$ cat src/rtl/cn_bank_ctrl.sv
// Sequencer and round-robin two-port arbiter for a bank of CN (change/no-change) cells.
// Each request becomes per-bit C/N vectors; the result is checked and the op retried on mismatch.
module cn_bank_ctrl #(
    parameter int unsigned WIDTH     = 8,
    parameter int unsigned MAX_RETRY = 3
) (
    input  logic             clk,
    input  logic             reset,
    input  logic             req0,
    input  logic             req1,
    input  logic [1:0]       op0,
    input  logic [1:0]       op1,
    input  logic [WIDTH-1:0] mask0,
    input  logic [WIDTH-1:0] mask1,
    input  logic [WIDTH-1:0] data0,
    input  logic [WIDTH-1:0] data1,
    input  logic [WIDTH-1:0] cell_stall,
    output logic             gnt0,
    output logic             gnt1,
    output logic             done0,
    output logic             done1,
    output logic             err,
    output logic [WIDTH-1:0] rdata,
    output logic [WIDTH-1:0] cn_c,
    output logic [WIDTH-1:0] cn_n,
    output logic [WIDTH-1:0] q,
    output logic             busy
);

    localparam int unsigned RW = 3;

    localparam logic [1:0] S_IDLE  = 2'd0;
    localparam logic [1:0] S_ISSUE = 2'd1;
    localparam logic [1:0] S_CHECK = 2'd2;
    localparam logic [1:0] S_RESP  = 2'd3;

    localparam logic [1:0] OP_WRITE  = 2'b00;
    localparam logic [1:0] OP_CLEAR  = 2'b01;
    localparam logic [1:0] OP_TOGGLE = 2'b10;

    logic [1:0]       r_state;
    logic [1:0]       w_state_nxt;
    logic             r_id;
    logic             r_last;
    logic [WIDTH-1:0] r_target;
    logic [RW-1:0]    r_retry;
    logic [WIDTH-1:0] r_q;
    logic [WIDTH-1:0] r_cn_c;
    logic [WIDTH-1:0] r_cn_n;
    logic [WIDTH-1:0] r_rdata;
    logic             r_err;
    logic             r_gnt0;
    logic             r_gnt1;
    logic             r_done0;
    logic             r_done1;
    logic             r_busy;

    logic             w_grant;
    logic             w_sel;
    logic [1:0]       w_op;
    logic [WIDTH-1:0] w_mask;
    logic [WIDTH-1:0] w_data;
    logic [WIDTH-1:0] w_tgt_grant;
    logic [WIDTH-1:0] w_target_nxt;
    logic [RW-1:0]    w_retry_nxt;
    logic             w_finish;
    logic             w_fail;
    logic [WIDTH-1:0] w_diff;
    logic [WIDTH-1:0] w_eff_n;
    logic [WIDTH-1:0] w_q_nxt;

    // Next-state, grant selection and bank update logic
    always_comb begin
        w_state_nxt = r_state;
        w_grant     = 1'b0;
        w_retry_nxt = r_retry;
        w_finish    = 1'b0;
        w_fail      = 1'b0;
        w_sel       = (req0 && req1) ? ~r_last : req1;
        w_op        = w_sel ? op1   : op0;
        w_mask      = w_sel ? mask1 : mask0;
        w_data      = w_sel ? data1 : data0;

        case (w_op)
            OP_WRITE:  w_tgt_grant = (r_q & ~w_mask) | (w_data & w_mask);
            OP_CLEAR:  w_tgt_grant = r_q & ~w_mask;
            OP_TOGGLE: w_tgt_grant = r_q ^ w_mask;
            default:   w_tgt_grant = r_q;
        endcase

        case (r_state)
            S_IDLE: begin
                if (req0 || req1) begin
                    w_grant     = 1'b1;
                    w_retry_nxt = '0;
                    w_state_nxt = S_ISSUE;
                end
            end
            S_ISSUE: w_state_nxt = S_CHECK;
            S_CHECK: begin
                if (r_q == r_target) begin
                    w_finish    = 1'b1;
                    w_state_nxt = S_RESP;
                end else if (r_retry < RW'(MAX_RETRY)) begin
                    w_retry_nxt = r_retry + RW'(1);
                    w_state_nxt = S_ISSUE;
                end else begin
                    w_finish    = 1'b1;
                    w_fail      = 1'b1;
                    w_state_nxt = S_RESP;
                end
            end
            default: w_state_nxt = S_IDLE;
        endcase

        w_target_nxt = w_grant ? w_tgt_grant : r_target;
        w_diff       = r_q ^ w_target_nxt;
        // cn_n is zero outside ISSUE, so the bank only moves on the edge closing ISSUE
        w_eff_n      = r_cn_n & ~cell_stall;
        w_q_nxt      = (r_q & ~w_eff_n) | (w_eff_n & r_cn_c & ~r_q);
    end

    always_ff @(posedge clk or posedge reset) begin
        if (reset) r_state <= S_IDLE;
        else       r_state <= w_state_nxt;
    end

    always_ff @(posedge clk or posedge reset) begin
        if (reset) begin
            r_id     <= 1'b0;
            r_last   <= 1'b1;
            r_target <= '0;
            r_retry  <= '0;
            r_q      <= '0;
            r_cn_c   <= '0;
            r_cn_n   <= '0;
            r_rdata  <= '0;
            r_err    <= 1'b0;
            r_gnt0   <= 1'b0;
            r_gnt1   <= 1'b0;
            r_done0  <= 1'b0;
            r_done1  <= 1'b0;
            r_busy   <= 1'b0;
        end else begin
            r_q      <= w_q_nxt;
            r_target <= w_target_nxt;
            r_retry  <= w_retry_nxt;
            r_cn_n   <= (w_state_nxt == S_ISSUE) ? w_diff : '0;
            r_cn_c   <= (w_state_nxt == S_ISSUE) ? (w_diff & w_target_nxt) : '0;
            r_gnt0   <= w_grant & ~w_sel;
            r_gnt1   <= w_grant & w_sel;
            r_done0  <= w_finish & ~r_id;
            r_done1  <= w_finish & r_id;
            r_busy   <= (w_state_nxt != S_IDLE);
            if (w_grant) begin
                r_id   <= w_sel;
                r_last <= w_sel;
            end
            if (w_finish) begin
                r_rdata <= r_q;
                r_err   <= w_fail;
            end
        end
    end

    assign gnt0  = r_gnt0;
    assign gnt1  = r_gnt1;
    assign done0 = r_done0;
    assign done1 = r_done1;
    assign err   = r_err;
    assign rdata = r_rdata;
    assign cn_c  = r_cn_c;
    assign cn_n  = r_cn_n;
    assign q     = r_q;
    assign busy  = r_busy;

endmodule

$ cat config.mk
export PLATFORM = sky130hd
export DESIGN_NAME = cn_bank_ctrl
export DESIGN_NICKNAME = d
export VERILOG_FILES = /design/src/rtl/cn_bank_ctrl.sv
export SDC_FILE = /design/constraint.sdc
export NUM_CORES = 1
export LEC_CHECK = 0
export ABC_CLOCK_PERIOD_IN_PS = 4050
export CORE_ASPECT_RATIO = 0.9
export CORE_MARGIN = 2
export CORE_UTILIZATION = 52
export DETAILED_ROUTE_END_ITERATION = 8
export MAX_ROUTING_LAYER = met4
export PLACE_DENSITY = 0.86
export REMOVE_ABC_BUFFERS = 1
export SETUP_SLACK_MARGIN = 0.5
export SYNTH_ARGS = -nofsm -noshare
export SYNTH_HDL_FRONTEND = slang
export SYNTH_SLANG_ARGS = --single-unit
$ cat constraint.sdc
create_clock -name clk -period 4.05 [get_ports clk]
set_clock_uncertainty 0.05 [all_clocks]
set_input_delay 0.405 -clock clk [delete_from_list [all_inputs] [get_ports clk]]
set_output_delay 0.405 -clock clk [all_outputs]
set_load 0.1 [all_outputs]
# Word-level counts from Yosys, hierarchy flattened
# Index checks and enable logic that the tools add are counted.
dict set report totals {
  inputBits 48
  output_inout_bits 38
  ff_bits 53
  wordCells 78
}
dict set report classes {
  n_lt_le_gt_ge 1
  mux 23
  n_addsub 1
  n_eq_ne 9
  bitwise_logic 22
  n_reduce_logical 7
}
# op n
set op_table {}
lappend op_table {{$and A8 B8 Y8} 7}
lappend op_table {{$mux W8} 5}
lappend op_table {{$not A8 Y8} 4}
lappend op_table {{$pmux W8 S3} 1}
lappend op_table {{$or A8 B8 Y8} 2}
lappend op_table {{$xor A8 B8 Y8} 2}
lappend op_table {{$mux W3} 3}
lappend op_table {{$eq A8 B8 Y1} 1}
lappend op_table {{$mux W1} 8}
lappend op_table {{$mux W2} 4}
lappend op_table {{$eq A2 B1 Y1 const B} 3}
lappend op_table {{$ne A2 B2 Y1 const B} 3}
lappend op_table {{$pmux W2 S3} 1}
lappend op_table {{$pmux W3 S2} 1}
lappend op_table {{$and A1 B1 Y1} 4}
lappend op_table {{$eq A2 B2 Y1 const B} 2}
lappend op_table {{$logic_not A2 Y1} 2}
lappend op_table {{$reduce_and A4 Y1} 1}
lappend op_table {{$reduce_bool A2 Y1} 2}
lappend op_table {{$add A3 B1 Y3 const B} 1}
lappend op_table {{$lt A3 B2 Y1 const B} 1}
lappend op_table {{$not A1 Y1} 3}
lappend op_table {{$logic_and A1 B1 Y1} 1}
lappend op_table {{$logic_or A1 B1 Y1} 1}

# Logic depth before layout (Yosys ltp)
dict set report depth {
  ltp_word 11
  mapped_depth 10
}

# Worst setup path after synthesis
# OpenSTA, ideal clock, no wires.
dict set report synth_path {
  path_kind {register -> register}
  from {register r_q[1] (netlist: q[1])}
  to {register r_cn_n[1] (netlist: cn_n[1])}
  setup_slack_ns 1.511
  synth_period_minus_slack_ns 2.539
  path_buffers 0
  required_time_ns 3.929
  stages_incl_launch_ff 8
  arrival_ns 2.417
  cell_sequence {dfrtp_1 inv_1 o211ai_1 o22a_1 a21oi_1 o41ai_1 ha_1 nor2_1}
}
dict set report synth_via {
  elab_chain_cells 6
}
# item line_no
set synth_rtl {}
lappend synth_rtl {{from (decl)} 47} ;# logic [WIDTH-1:0] r_q;
lappend synth_rtl {{from (signal assigned)} 145} ;# r_q <= w_q_nxt;
lappend synth_rtl {{$and A8 B8 Y8} {85, 86}}
lappend synth_rtl {{$or A8 B8 Y8} 85} ;# OP_WRITE: w_tgt_grant = (r_q & ~w_mask) | (w_data & w_mask);
lappend synth_rtl {{$pmux W8 S3 *} 84} ;# case (w_op)
lappend synth_rtl {{$mux W8 *} 116} ;# w_target_nxt = w_grant ? w_tgt_grant : r_target;
lappend synth_rtl {{net w_target_nxt[1]} 64} ;# logic [WIDTH-1:0] w_target_nxt;
lappend synth_rtl {{$xor A8 B8 Y8 *} 117} ;# w_diff = r_q ^ w_target_nxt;
lappend synth_rtl {{$mux W8 *} 148} ;# r_cn_n <= (w_state_nxt == S_ISSUE) ? w_diff : '0;
lappend synth_rtl {{to (signal assigned)} 148}
lappend synth_rtl {{to (decl)} 49} ;# logic [WIDTH-1:0] r_cn_n;
# Mark *: on every way through the listed nets, which the timed path passes. The rest lies on a longest branch.
# A chain may end at the register's enable or synchronous reset.

# Worst setup path after layout
dict set report layout_path {
  from {input port req1}
  to {register r_cn_n[1] (netlist: cn_n[1])}
}
dict set report layout_via {
  elab_chain_cells 10
}
# item line_no
set layout_rtl {}
lappend layout_rtl {{from (decl)} 10} ;# input logic req1,
lappend layout_rtl {{$logic_and A1 B1 Y1} 79} ;# w_sel = (req0 && req1) ? ~r_last : req1;
lappend layout_rtl {{$mux W1} 79}
lappend layout_rtl {{$mux W8} 81} ;# w_mask = w_sel ? mask1 : mask0;
lappend layout_rtl {{$not A8 Y8} {85, 86}}
lappend layout_rtl {{$and A8 B8 Y8} {85, 86}}
lappend layout_rtl {{$or A8 B8 Y8} 85}
lappend layout_rtl {{$pmux W8 S3} 84}
lappend layout_rtl {{$mux W8 *} 116}
lappend layout_rtl {{net w_target_nxt[1]} 64}
lappend layout_rtl {{$xor A8 B8 Y8 *} 117}
lappend layout_rtl {{$mux W8 *} 148}
# Marks and branches as above.

==> impl_metrics.yaml <==
yosys:
  synth_area_mm2: 0.00298
  synthArstFlopShare_pct: 100
  synthCells: 289
  ys_seq_area_share_pct: 44.5
  synth_seq_cells: 53
  synth_cell_types: 39
  synth_edf_count: 0
  syn_avg_cell_area_um2: 10.3
  yosys_warnings: 0
  synth-main-ff-cell: "dfrtp_1"
power_and_ir_drop:
  combinationalPowerShare_pct: 63.9
  cellInternalPower_mw: 1.43
  clockPowerShare_pct: 8.8
  power_density_mw_per_mm2: 833
  power.switching_mw: 1.86
  vdd_drop_max_mv: 0.534
  power.leakage_nw: 1.71
  sw_frac_of_total_pct: 56.5
  total_power_mw: 3.29
  sequentialPowerShare_pct: 27.3
placed_design:
  io_buffer_count: 85
  dp_hpwl_um: 5490
  gp_congestion: 0.887
  dpl_cell_area_mm2: 0.00387
floorplanning:
  die_area_mm2: 0.00636
  io_pins: 86
  die_h_um: 75.9
  die_w_um: 83.8
  coreArea_mm2: 0.00560
  start_util_pct: 53.3
  rows: 26
timing:
  drv_slew: 0
  slew_headroom_pct: 34.5
  finalSetupViolations: 0
  period_needed_ns: 2.89
  fin_tns_setup_ns: 0
  period_share_pct: 71.3
  tightestPinTransition_ns: 0.980
  hold_violations: 0
  rsz0062_at_grt: "false"
  clock.fmax_mhz: 346
status:
  status: "complete, no violations"
cells_and_area:
  fin_util_pct: 70.6
  n_fill_cell: 430
  antenna_cells: 0
  multi_input_area_mm2: 0.00151
  final_common_cell: "clkdlybuf4s50_1"
  area_growth_pct: 32.4
  drive_gt1_share_pct: 9.60
  stdcell_area_mm2: 0.00395
  most-common-layout-cells: "85 x clkdlybuf4s50_1, 52 x dfrtp_1, 38 x nand2_1, 20 x nor2_1, 18 x o21ai_0"
  nNetsFinal: 439
  register_area_mm2: 0.00133
flow_run:
  drv_cap: 0
route:
  routedWlPerCell_um: 16.7
  vias_per_cell: 5.65
  remaining_drc_errors: 0
  drt_wl_total_um: 7420
  ant_nets: 0
  dr.pass1.iters: 4
  route.vias.total: 2516
  drtIter0Drc: 121
grt:
  grtUsageTotal_pct: 24.7
  grt_pass1_vias: 2472
  grt_pass1_wl_um: 11900
  grt-ovfl-total: 0
  antenna_found_initial: 0
  grt_max_degree: 32
hold_path:
  hold_class: "in2async"
critical_path:
  cp_max_fo: 11
  path_class: "in2reg"
  cp-start-kind: "primary input"
  r2r-end: "cn_n[1]"
  cp-end-kind: "flop"
  critPathRequiredTime_ns: 4.23
  critical_path_arrival_ns: 3.07
  reg2reg_depth: 7
  regToRegSetupSlack_ns: 1.42
  reg2reg_from: "r_last"
clock_network:
  clk-insertion-delay-late_ns: 0.30
  post_cts_buffers: 0
  root_buffer: "clkbuf_8"
  cts_sinks: 53
  numCtsBuffers: 5
  cts.htree.levels: 2
  cts_tree: "done"
  cts.path.max_buffers: 2
  postCtsResizedCells: 0
  cts_hold_buf: 0
  path_clk_slew_ns: 0.09
-- worst max-delay path, cell delays in order --
cell	delay (ns)
clkdlybuf4s50_1	0.51
a21bo_1	0.44
nand2_1	0.20
and2_1	0.35
a311oi_1	0.16
o41ai_1	0.54
ha_1	0.34
nor2_1	0.12
-- cell families (layout without fill, tap and decap cells) --
family,count (synthesis),count (layout),share of synthesized area (%)
AOI/OAI and AO/OA,76,76,20.3
muxes,18,18,6.54
buffers and inverters,28,114,4.99
DFF,53,53,44.5
and+or+nand+nor,89,89,14.2
adders and majority gates,17,17,7.13
xor gates and xnor gates,8,8,2.35
-- power groups by stage --
stage | combinational, mW | sequential (mW) | clock, mW
finish | 2.10 | 0.898 | 0.288
global route | 2.22 | 0.930 | 0.315
CTS | 2.11 | 0.896 | 0.291
detailed placement | 2.10 | 0.905 | 0
global placement | 2.06 | 0.896 | 0
floorplan | 0.586 | 1.87 | 0
-- layer usage --
layer	vias to the layer above	track usage [%]	part of all wire, %
li1	1212	-	-
met2	100	42.0	50
met4	0	6.45	1.1
met1	1192	31.2	43
met5	-	-	0
met3	12	4.55	5.6
-- through the flow --
stage / hold WS (ns) / std cells / worst slack, ns
after floorplan: 0.368 / 279 / 1.47
after global placement: 0.400 / 437 / 1.06
after detailed placement: 0.410 / 437 / 0.962
after CTS: 0.397 / 445 / 1.20
after global routing: 0.427 / 445 / 1.05
final: 0.381 / 445 / 1.16
-- synth_stat cells, drive strengths merged (9+ instances only) --
| library cell | n | area share [%] |
|---|---|---|
| a21oi | 9 | 1.5 |
| and2 | 10 | 2.1 |
| dfrtp | 52 | 44 |
| ha | 17 | 7.1 |
| inv | 18 | 2.3 |
| mux2 | 9 | 3.5 |
| mux2i | 9 | 3.0 |
| nand2 | 41 | 5.4 |
| nor2 | 20 | 2.5 |
| o211ai | 17 | 5.6 |
| o21ai | 20 | 3.4 |
-- final cells by class --
| type | instances | share of cell area [%] |
|---|---|---|
| Multi-Input combinational cell | 208 | 38.2 |
| Sequential cell | 53 | 33.6 |
| Timing Repair Buffer | 88 | 22.1 |
| Tap cell | 70 | 2.22 |
| Clock buffer | 6 | 1.84 |
| Inverter | 18 | 1.71 |
| Clock inverter | 2 | 0.253 |
-- sequential cells by signal (all words and copies together) (netlist names) --
register and flops:
busy 1, cn_c 8, cn_n 8, done0 1, done1 1, err 1, gnt0 1, gnt1 1
q 8, r_id 1, r_last 1, r_retry 3, r_state 2, r_target 8, rdata 8
-- worst max-delay path by stage --
stage | start | end | slack [ns] | cells after the start
2_1_floorplan | req0 | cn_n[1] | 1.47 | 8
3_3_place_gp | req1 | cn_n[1] | 1.06 | 8
3_5_place_dp | req1 | cn_n[1] | 0.96 | 10
4_1_cts | req1 | cn_n[1] | 1.20 | 10
5_1_grt | req1 | cn_n[1] | 1.05 | 10
6_report | req1 | cn_n[1] | 1.16 | 8
Note: power is estimated with default switching activity, not from simulation.
